==> src/rtl/dpram_fifo_pkg.sv <==
// Shared constants and width helpers for the DPRAM-backed FIFO controller.
package dpram_fifo_pkg;

    localparam int unsigned OB_DEPTH = 2;

    function automatic int unsigned ptr_w(input int unsigned depth);
        return $clog2(depth);
    endfunction

    // Level counts RAM words plus one in-flight read plus the output buffer.
    function automatic int unsigned lvl_w(input int unsigned depth);
        return $clog2(depth) + 2;
    endfunction

endpackage

==> src/rtl/dpram_fifo_obuf.sv <==
// Two-entry output skid buffer fed by the DPRAM read data one cycle after each read.
module dpram_fifo_obuf
    import dpram_fifo_pkg::*;
#(
    parameter int unsigned DATA_WIDTH = 32
) (
    input  logic                  i_clk,
    input  logic                  i_rst_n,
    input  logic                  i_flush,
    input  logic                  i_push,
    input  logic [DATA_WIDTH-1:0] i_data,
    input  logic                  i_pop,
    output logic                  o_valid,
    output logic [DATA_WIDTH-1:0] o_data,
    output logic [1:0]            o_cnt
);

    logic [DATA_WIDTH-1:0] r_mem [OB_DEPTH];
    logic                  r_head;
    logic [1:0]            r_cnt;
    logic                  w_tail;

    // Slot after the newest entry; a full buffer never receives a push.
    assign w_tail = r_head ^ r_cnt[0];

    always_ff @(posedge i_clk or negedge i_rst_n) begin
        if (!i_rst_n) begin
            for (int i = 0; i < OB_DEPTH; i++) begin
                r_mem[i] <= '0;
            end
            r_head <= 1'b0;
            r_cnt  <= 2'd0;
        end else if (i_flush) begin
            r_head <= 1'b0;
            r_cnt  <= 2'd0;
        end else begin
            if (i_push) begin
                r_mem[w_tail] <= i_data;
            end
            if (i_pop) begin
                r_head <= ~r_head;
            end
            r_cnt <= r_cnt + 2'(i_push) - 2'(i_pop);
        end
    end

    assign o_valid = (r_cnt != 2'd0);
    assign o_data  = r_mem[r_head];
    assign o_cnt   = r_cnt;

endmodule

==> src/rtl/dpram_fifo_ctrl.sv <==
// FIFO controller driving an external synchronous dual-port RAM (port A write, port B read).
module dpram_fifo_ctrl
    import dpram_fifo_pkg::*;
#(
    parameter int unsigned DATA_WIDTH = 32,
    parameter int unsigned DEPTH      = 1024
) (
    input  logic                      CLK,
    input  logic                      RSTN,
    input  logic                      FLUSH,
    input  logic                      IN_VALID,
    output logic                      IN_READY,
    input  logic [DATA_WIDTH-1:0]     IN_DATA,
    output logic                      OUT_VALID,
    input  logic                      OUT_READY,
    output logic [DATA_WIDTH-1:0]     OUT_DATA,
    output logic [lvl_w(DEPTH)-1:0]   LEVEL,
    output logic                      CENA,
    output logic                      WENA,
    output logic [ptr_w(DEPTH)-1:0]   AA,
    output logic [DATA_WIDTH-1:0]     DA,
    output logic                      CENB,
    output logic                      WENB,
    output logic [ptr_w(DEPTH)-1:0]   AB,
    input  logic [DATA_WIDTH-1:0]     QB
);

    localparam int unsigned AW = ptr_w(DEPTH);
    localparam int unsigned LW = lvl_w(DEPTH);
    localparam int unsigned PW = AW + 1;

    logic [PW-1:0] r_wptr;
    logic [PW-1:0] r_rptr;
    logic          r_inflight;
    logic [LW-1:0] r_level;

    logic [PW-1:0] w_ram_cnt;
    logic          w_wr;
    logic          w_rd;
    logic          w_out_xfer;
    logic          w_ob_valid;
    logic [1:0]    w_ob_cnt;
    logic [2:0]    w_ob_pending;

    // Pointers carry one extra bit so a full RAM is distinguishable from empty.
    assign w_ram_cnt = r_wptr - r_rptr;

    assign IN_READY     = RSTN && !FLUSH && (w_ram_cnt < PW'(DEPTH));
    assign w_wr         = IN_VALID && IN_READY;
    assign w_out_xfer   = w_ob_valid && OUT_READY;

    // Only read when the buffer is sure to have room for the word a cycle later.
    assign w_ob_pending = 3'(w_ob_cnt) + 3'(r_inflight) - 3'(w_out_xfer);
    assign w_rd         = (w_ram_cnt != '0) && !FLUSH && (w_ob_pending < 3'(OB_DEPTH));

    assign CENA = !w_wr;
    assign WENA = !w_wr;
    assign AA   = r_wptr[AW-1:0];
    assign DA   = w_wr ? IN_DATA : '0;

    assign CENB = !w_rd;
    assign WENB = 1'b1;
    assign AB   = r_rptr[AW-1:0];

    always_ff @(posedge CLK or negedge RSTN) begin
        if (!RSTN) begin
            r_wptr     <= '0;
            r_rptr     <= '0;
            r_inflight <= 1'b0;
            r_level    <= '0;
        end else if (FLUSH) begin
            r_wptr     <= '0;
            r_rptr     <= '0;
            r_inflight <= 1'b0;
            r_level    <= '0;
        end else begin
            if (w_wr) begin
                r_wptr <= r_wptr + PW'(1);
            end
            if (w_rd) begin
                r_rptr <= r_rptr + PW'(1);
            end
            r_inflight <= w_rd;
            r_level    <= r_level + LW'(w_wr) - LW'(w_out_xfer);
        end
    end

    dpram_fifo_obuf #(
        .DATA_WIDTH (DATA_WIDTH)
    ) u_obuf (
        .i_clk   (CLK),
        .i_rst_n (RSTN),
        .i_flush (FLUSH),
        .i_push  (r_inflight && !FLUSH),
        .i_data  (QB),
        .i_pop   (w_out_xfer),
        .o_valid (w_ob_valid),
        .o_data  (OUT_DATA),
        .o_cnt   (w_ob_cnt)
    );

    assign OUT_VALID = w_ob_valid;
    assign LEVEL     = r_level;

    a_no_addr_collision: assert property (@(posedge CLK) disable iff (!RSTN)
        !(!CENA && !CENB && (AA == AB)));

endmodule

==> config.mk <==
export PLATFORM = sky130hd
export DESIGN_NAME = dpram_fifo_ctrl
export DESIGN_NICKNAME = d
export VERILOG_FILES = /design/src/rtl/dpram_fifo_pkg.sv /design/src/rtl/dpram_fifo_obuf.sv /design/src/rtl/dpram_fifo_ctrl.sv
export SDC_FILE = /design/constraint.sdc
export NUM_CORES = 1
export LEC_CHECK = 0
export ABC_CLOCK_PERIOD_IN_PS = 4500
export CAP_MARGIN = 20
export CORE_MARGIN = 3
export CORE_UTILIZATION = 29
export DETAILED_ROUTE_END_ITERATION = 6
export SLEW_MARGIN = 20
export SYNTH_ARGS = -nofsm -noshare
export SYNTH_HDL_FRONTEND = slang
export SYNTH_SLANG_ARGS = --single-unit
==> constraint.sdc <==
create_clock -name CLK -period 4.5 [get_ports CLK]
set_clock_uncertainty 0.05 [all_clocks]
set_input_delay 1.125 -clock CLK [delete_from_list [all_inputs] [get_ports CLK]]
set_output_delay 1.125 -clock CLK [all_outputs]
set_load 0.005 [all_outputs]
# Word-level counts from Yosys, hierarchy flattened
# Cells that the tools add are included.
# Widths: inputs -> output; s select.
[totals] reg_bits=102 inputBits=69 output_inout_bits=102
[classes] add_sub_neg=9 order_cmp=5 n_mux=16 n_bitwise=5 n_reduce_logical=17
[op_table] op="$mux 32" n=5
[op_table] op="$bwmux 64" n=1
[op_table] op="$mux 11" n=4
[op_table] op="$demux 32 s1" n=1
[op_table] op="$add 11x1->11 const B" n=2
[op_table] op="$add 12x1->12" n=1
[op_table] op="$mux 12" n=1
[op_table] op="$sub 12x1->12" n=1
[op_table] op="$lt 11x11->1 const B" n=1
[op_table] op="$reduce_bool 11->1" n=1
[op_table] op="$sub 11x11->11" n=1
[op_table] op="$logic_and 1x1->1" n=8
[op_table] op="$reduce_bool 2->1" n=4
[op_table] op="$ge 2x2->1 const B" n=2
[op_table] op="$not 1->2" n=2
[op_table] op="$add 2x1->3" n=1
[op_table] op="$logic_not 1->1" n=3
[op_table] op="$lt 3x2->1 const B" n=1
[op_table] op="$mux 1" n=3
[op_table] op="$sub 3x1->3" n=1
[op_table] op="$add 2x1->2" n=1
[op_table] op="$lt 2x1->1 const B" n=1
[op_table] op="$mux 2" n=1
[op_table] op="$not 1->1" n=2
[op_table] op="other kinds (3)" n=3

# Depth between registers and ports, before layout
[depth] ltp_word=7 mapped_depth=22 mapped_depth_nobuf=21

# Modules after synthesis
# From an unflattened synthesis, not the netlist that was laid out.
[hier_totals] cells_unflattened=545 hier_area_um2=6113.4
[modules_own_cells] module="dpram_fifo_obuf" n_inst=1 cells_each=189 area_per_inst_um2=3081.7
[modules_own_cells] module="dpram_fifo_ctrl" n_inst=1 cells_each=356 area_per_inst_um2=3031.7

# Least setup slack after synthesis
# No wires, ideal clock.
[synth_timing] kind="register to register" startpoint="register r_wptr[0]" endpoint="register r_level[10], in the netlist LEVEL[10]" setup_time_ps=132 arrival_ps=4720 t_required_ps=4318 setup_slack_ps=-402 path_stages_with_launch=23 path_buffers=1 period_less_slack_ps=4902 path_cell_list="dfrtp_1 -> inv_1 -> ha_1 -> fa_1 -> nand2b_1 -> a21oi_1 -> o21a_1 -> o211ai_2 -> nor4_2 -> clkbuf_1 -> inv_1 -> ha_1 -> inv_1 -> ha_1 -> fa_1 -> a21o_1 -> a21oi_1 -> o21bai_1 -> a2111oi_0 -> nor3_1 -> a31oi_1 -> xor2_1 -> nor2_1"
[synth_between] elab_chain_len=7
[synth_lines] item="start, declared" line="dpram_fifo_ctrl.sv:32" source="logic [PW-1:0] r_wptr;"
[synth_lines] item="start signal, assigned" line="dpram_fifo_ctrl.sv:78" source="r_wptr <= r_wptr + PW'(1);"
[synth_lines] item="$sub 11x11->11" line="dpram_fifo_ctrl.sv:46" source="assign w_ram_cnt = r_wptr - r_rptr;"
[synth_lines] item="$lt 11x11->1" line="dpram_fifo_ctrl.sv:48" source="assign IN_READY = RSTN && !FLUSH && (w_ram_cnt < PW'(DEPTH));"
[synth_lines] item="$logic_and 1x1->1" line="dpram_fifo_ctrl.sv:48"
[synth_lines] item="$logic_and 1x1->1" line="dpram_fifo_ctrl.sv:49" source="assign w_wr = IN_VALID && IN_READY;"
[synth_lines] item="$add 12x1->12" line="dpram_fifo_ctrl.sv:84" source="r_level <= r_level + LW'(w_wr) - LW'(w_out_xfer);"
[synth_lines] item="$sub 12x1->12" line="dpram_fifo_ctrl.sv:84"
[synth_lines] item="$mux 12" line="dpram_fifo_ctrl.sv:71" source="end else if (FLUSH) begin"
[synth_lines] item="end signal, assigned" line="dpram_fifo_ctrl.sv:84"
[synth_lines] item="end, declared" line="dpram_fifo_ctrl.sv:35" source="logic [LW-1:0] r_level;"
# No other way between the ends.
# A chain may end at the register's enable or synchronous reset.

# Worst setup path after layout
[layout_timing] startpoint="input port OUT_READY" endpoint="output port CENB"
[layout_between] elab_chain_len=5
[layout_lines] item="start, declared" line="dpram_fifo_ctrl.sv:15" source="input logic OUT_READY,"
[layout_lines] item="$logic_and 1x1->1" line="dpram_fifo_ctrl.sv:50" source="assign w_out_xfer = w_ob_valid && OUT_READY;"
[layout_lines] item="$sub 3x1->3" line="dpram_fifo_ctrl.sv:53" source="assign w_ob_pending = 3'(w_ob_cnt) + 3'(r_inflight) - 3'(w_out_xfer);"
[layout_lines] item="$lt 3x2->1" line="dpram_fifo_ctrl.sv:54" source="assign w_rd = (w_ram_cnt != '0) && !FLUSH && (w_ob_pending < 3'(OB_DEPTH));"
[layout_lines] item="$logic_and 1x1->1" line="dpram_fifo_ctrl.sv:54"
[layout_lines] item="$logic_not 1->1" line="dpram_fifo_ctrl.sv:61" source="assign CENB = !w_rd;"
[layout_lines] item="end, declared" line="dpram_fifo_ctrl.sv:22" source="output logic CENB,"
# No other way between the ends.

==> results.yml <==
synth:
  synth.avg_cell_area_sq_um: 10.96
  netlist_instances: 537
  seq_area_frac_synth: 0.4338
  ys.flop_type: "dfrtp_1"
  synth_nets: 636
  yosysTopAreaCell: "dfrtp_1"
  syn_area_sq_um: 5884
  ys_types: 52
  yosys_register_bits: 102
  synth_edf_count: 0
  synth_area_leaders: "dfrtp_1 (43%), mux2_2 (19%), ha_1 (5.7%), and2_1 (3.6%), buf_4 (2.8%)"
  synth_top_area_share: 0.4338
  yosys_warnings: 0
  async_flop_share: 1.000
routing:
  drc: 0
  drt_iter0_drc: 141
  vias: 4591
  routed_wl_um: 15740
  ant_nets: 0
  drt-vias-per-instance: 4.666
  drt_pass1_iterations: 4
  wire_per_inst_um: 16.00
sta:
  drv_slew: 0
  hold_viol_final: 0
  finalCritPeriodShare: 1.004
  setup_ws_ns: -0.01679
  post-route-min-period_ns: 4.517
  tightest_slew_ns: 0.7570
  relSlewSlack: 0.4953
  rsz0062_at_grt: "yes"
  setup_viol: 4
  fmax_mhz: 221.4
run:
  drv_cap: 0
cells_and_area:
  nNetsFinal: 813
  syn_to_final_growth_pct: 44.21
  final_cell_mix: "clkdlybuf4s50_1 (163), dfrtp_1 (102), mux2_2 (99)"
  final_core_util: 0.4304
  final_cell_area_sq_um: 8486
  num_antenna_cells: 0
  layout_commonest_cell: "clkdlybuf4s50_1"
  drive_gt1_frac: 0.2573
global_routing:
  grt_max_degree: 58
  grt_usage: 0.1392
  grt_pass1_vias: 4840
  globalRouteOverflowTotal: 0
  antenna_found_initial: 0
  grt_pass1_wl_um: 24740
setup_path:
  r2r_start: "r_rptr[0]"
  worst_path_largest_cell_delay_ns: 0.50
  reg2reg_to: "LEVEL[10]"
  startpoint_type: "input port"
  crit_start: "OUT_READY"
  crit_arrival_ns: 3.34
  cp-endpoint: "CENB"
  r2r_setup_slack_ns: 0.06
  rr_worst_depth: 20
  crit_path_end_kind: "primary output"
  crit_path_max_fanout: 2
  setup.worst_path.class: "input port to primary output"
  cpMaxStageDelayCell: "fa_2"
  crit_required_ns: 3.32
  worstPathCellList: "clkdlybuf4s50_1, and2_4, ha_1, nand2b_4, fa_2, and2_1, a21bo_4, nor2_2, inv_1, dlygate4sd2_1"
cts:
  cts_made_buffers: 9
  holdBufCountCts: 0
  insertion_delay_ns: 0.35
  clk_pin_slew_ns: 0.08
  cts_sinks: 102
  cts_tree: "yes"
  cts_buffer_depth: 2
  cts_root_buffer: "clkbuf_16"
  htree_levels: 3
run_status:
  status: "complete, but fails checks"
  violations: "negative setup slack"
placed_design:
  place_congestion: 0.8345
  io_buffer_count: 169
  hpwl_um: 11320
  pre_cts_ws_ns: -0.2825
  place_area_sq_um: 7966
floorplan:
  core.rowCount: 51
  ios: 171
  dieArea_sq_um: 22040
  core_sq_um: 19720
  die_w_um: 148.4
  start_util: 0.2984
  die_y_um: 148.4
hold_path:
  hp-class: "flip-flop to flip-flop"
power:
  fin_total_pwr_mw: 5.122
  power_leakage_nw: 3.663
  p_per_area_nw_per_um2: 603.6
  peakVddDrop_v: 0.0002928
[metal layers]
| layer | share of wire | wire length [um] | up-vias | track usage |
|---|---|---|---|---|
| li1 | - | - | 2192 | - |
| met3 | 0.044 | 686 | 17 | 0.02498 |
| met4 | 0.017 | 273 | 0 | 0.04573 |
| met1 | 0.42 | 6678 | 2264 | 0.1693 |
| met2 | 0.51 | 8106 | 118 | 0.2489 |
| met5 | 0 | 0 | - | 0 |
[cells in the mapped netlist, types with 4 or more instances]
cell	count
mux2i_1	4
nor3_1	10
and2_1	34
or4_1	5
buf_4	22
a21oi_1	12
buf_1	5
dfrtp_1	102
or2_2	4
a21o_1	4
o21ai_0	7
clkbuf_1	15
xor2_1	15
xnor2_1	15
mux2_2	99
nand2b_1	7
nand3_1	4
nor2b_1	6
nor2_1	38
ha_1	27
nand2_1	14
nand4_1	9
inv_1	33
and3_1	5
[area by class of cell]
| type | count | area (sq um) |
|---|---|---|
| multi-input combinational | 360 | 3113 |
| clock buffer | 10 | 239.0 |
| fill | 1852 | 11230 |
| inverter | 33 | 123.9 |
| timing repair buffer | 208 | 2049 |
| tap | 265 | 331.6 |
| clock inverter | 6 | 76.32 |
| sequential | 102 | 2552 |
[per-stage QoR]
stage,hold WS (ns),instances,TNS [ns]
6_report,0.4554,984,-0.02150
5_1_grt,0.4672,984,-3.877
4_1_cts,0.4592,975,0
3_5_place_dp,0.4429,959,-0.2825
3_3_place_gp,0.4331,959,-0.2432
2_1_floorplan,0.4158,537,0
[power breakdown]
group          internal (mW)  switching (mW)  leakage [nW]
Clock                  0.457           0.375         0.156
Combinational           1.69            1.12          2.22
Sequential              1.28           0.200          1.28
Total                   3.43            1.69          3.66
[state kept, by name, indices dropped and copies added (netlist names)]
name           flops
u_obuf.r_mem      64
LEVEL             12
r_rptr            11
r_wptr            11
u_obuf.o_cnt       2
r_inflight         1
u_obuf.r_head      1
[worst min path at each step]
stage	start	to	slack, ns	cells after the start
floorplan	r_rptr[10]	r_rptr[10]	0.42	1
global placement	u_obuf.r_mem[7]	u_obuf.r_mem[7]	0.43	1
detailed placement	u_obuf.r_mem[39]	u_obuf.r_mem[39]	0.44	1
CTS	u_obuf.r_mem[47]	u_obuf.r_mem[47]	0.46	1
global route	u_obuf.r_mem[37]	u_obuf.r_mem[37]	0.47	1
finish	u_obuf.r_mem[8]	u_obuf.r_mem[8]	0.46	1
[timing repair]
item / in CTS / in global routing
endpoints found under the setup margin: 33 / 35
pin swaps: 1 / 16
cloned: 0 / 2
buffers inserted: 0 / 7
gates resized for setup: 7 / 19
[critical path: cells and delay by family]
family          cells  cell delay (ns)
buf+inv             3             0.74
simple gates        4             0.51
compound gates      1             0.23
fa+ha+maj           2             0.71
[logic make-up after synthesis]
| kind of cell | after synthesis | share of synthesized area |
|---|---|---|
| buffers and inverters | 75 | 0.06188 |
| other | 1 | 0.0006373 |
| multiplexers | 104 | 0.1982 |
| AO/OA/AOI/OAI | 51 | 0.06273 |
| XOR/XNOR | 30 | 0.04465 |
| adder cells (fa/ha/maj) | 30 | 0.06762 |
| AND/OR/NAND/NOR | 144 | 0.1306 |
| flip-flops | 102 | 0.4338 |
No activity file was read; power rests on OpenSTA's default activity.
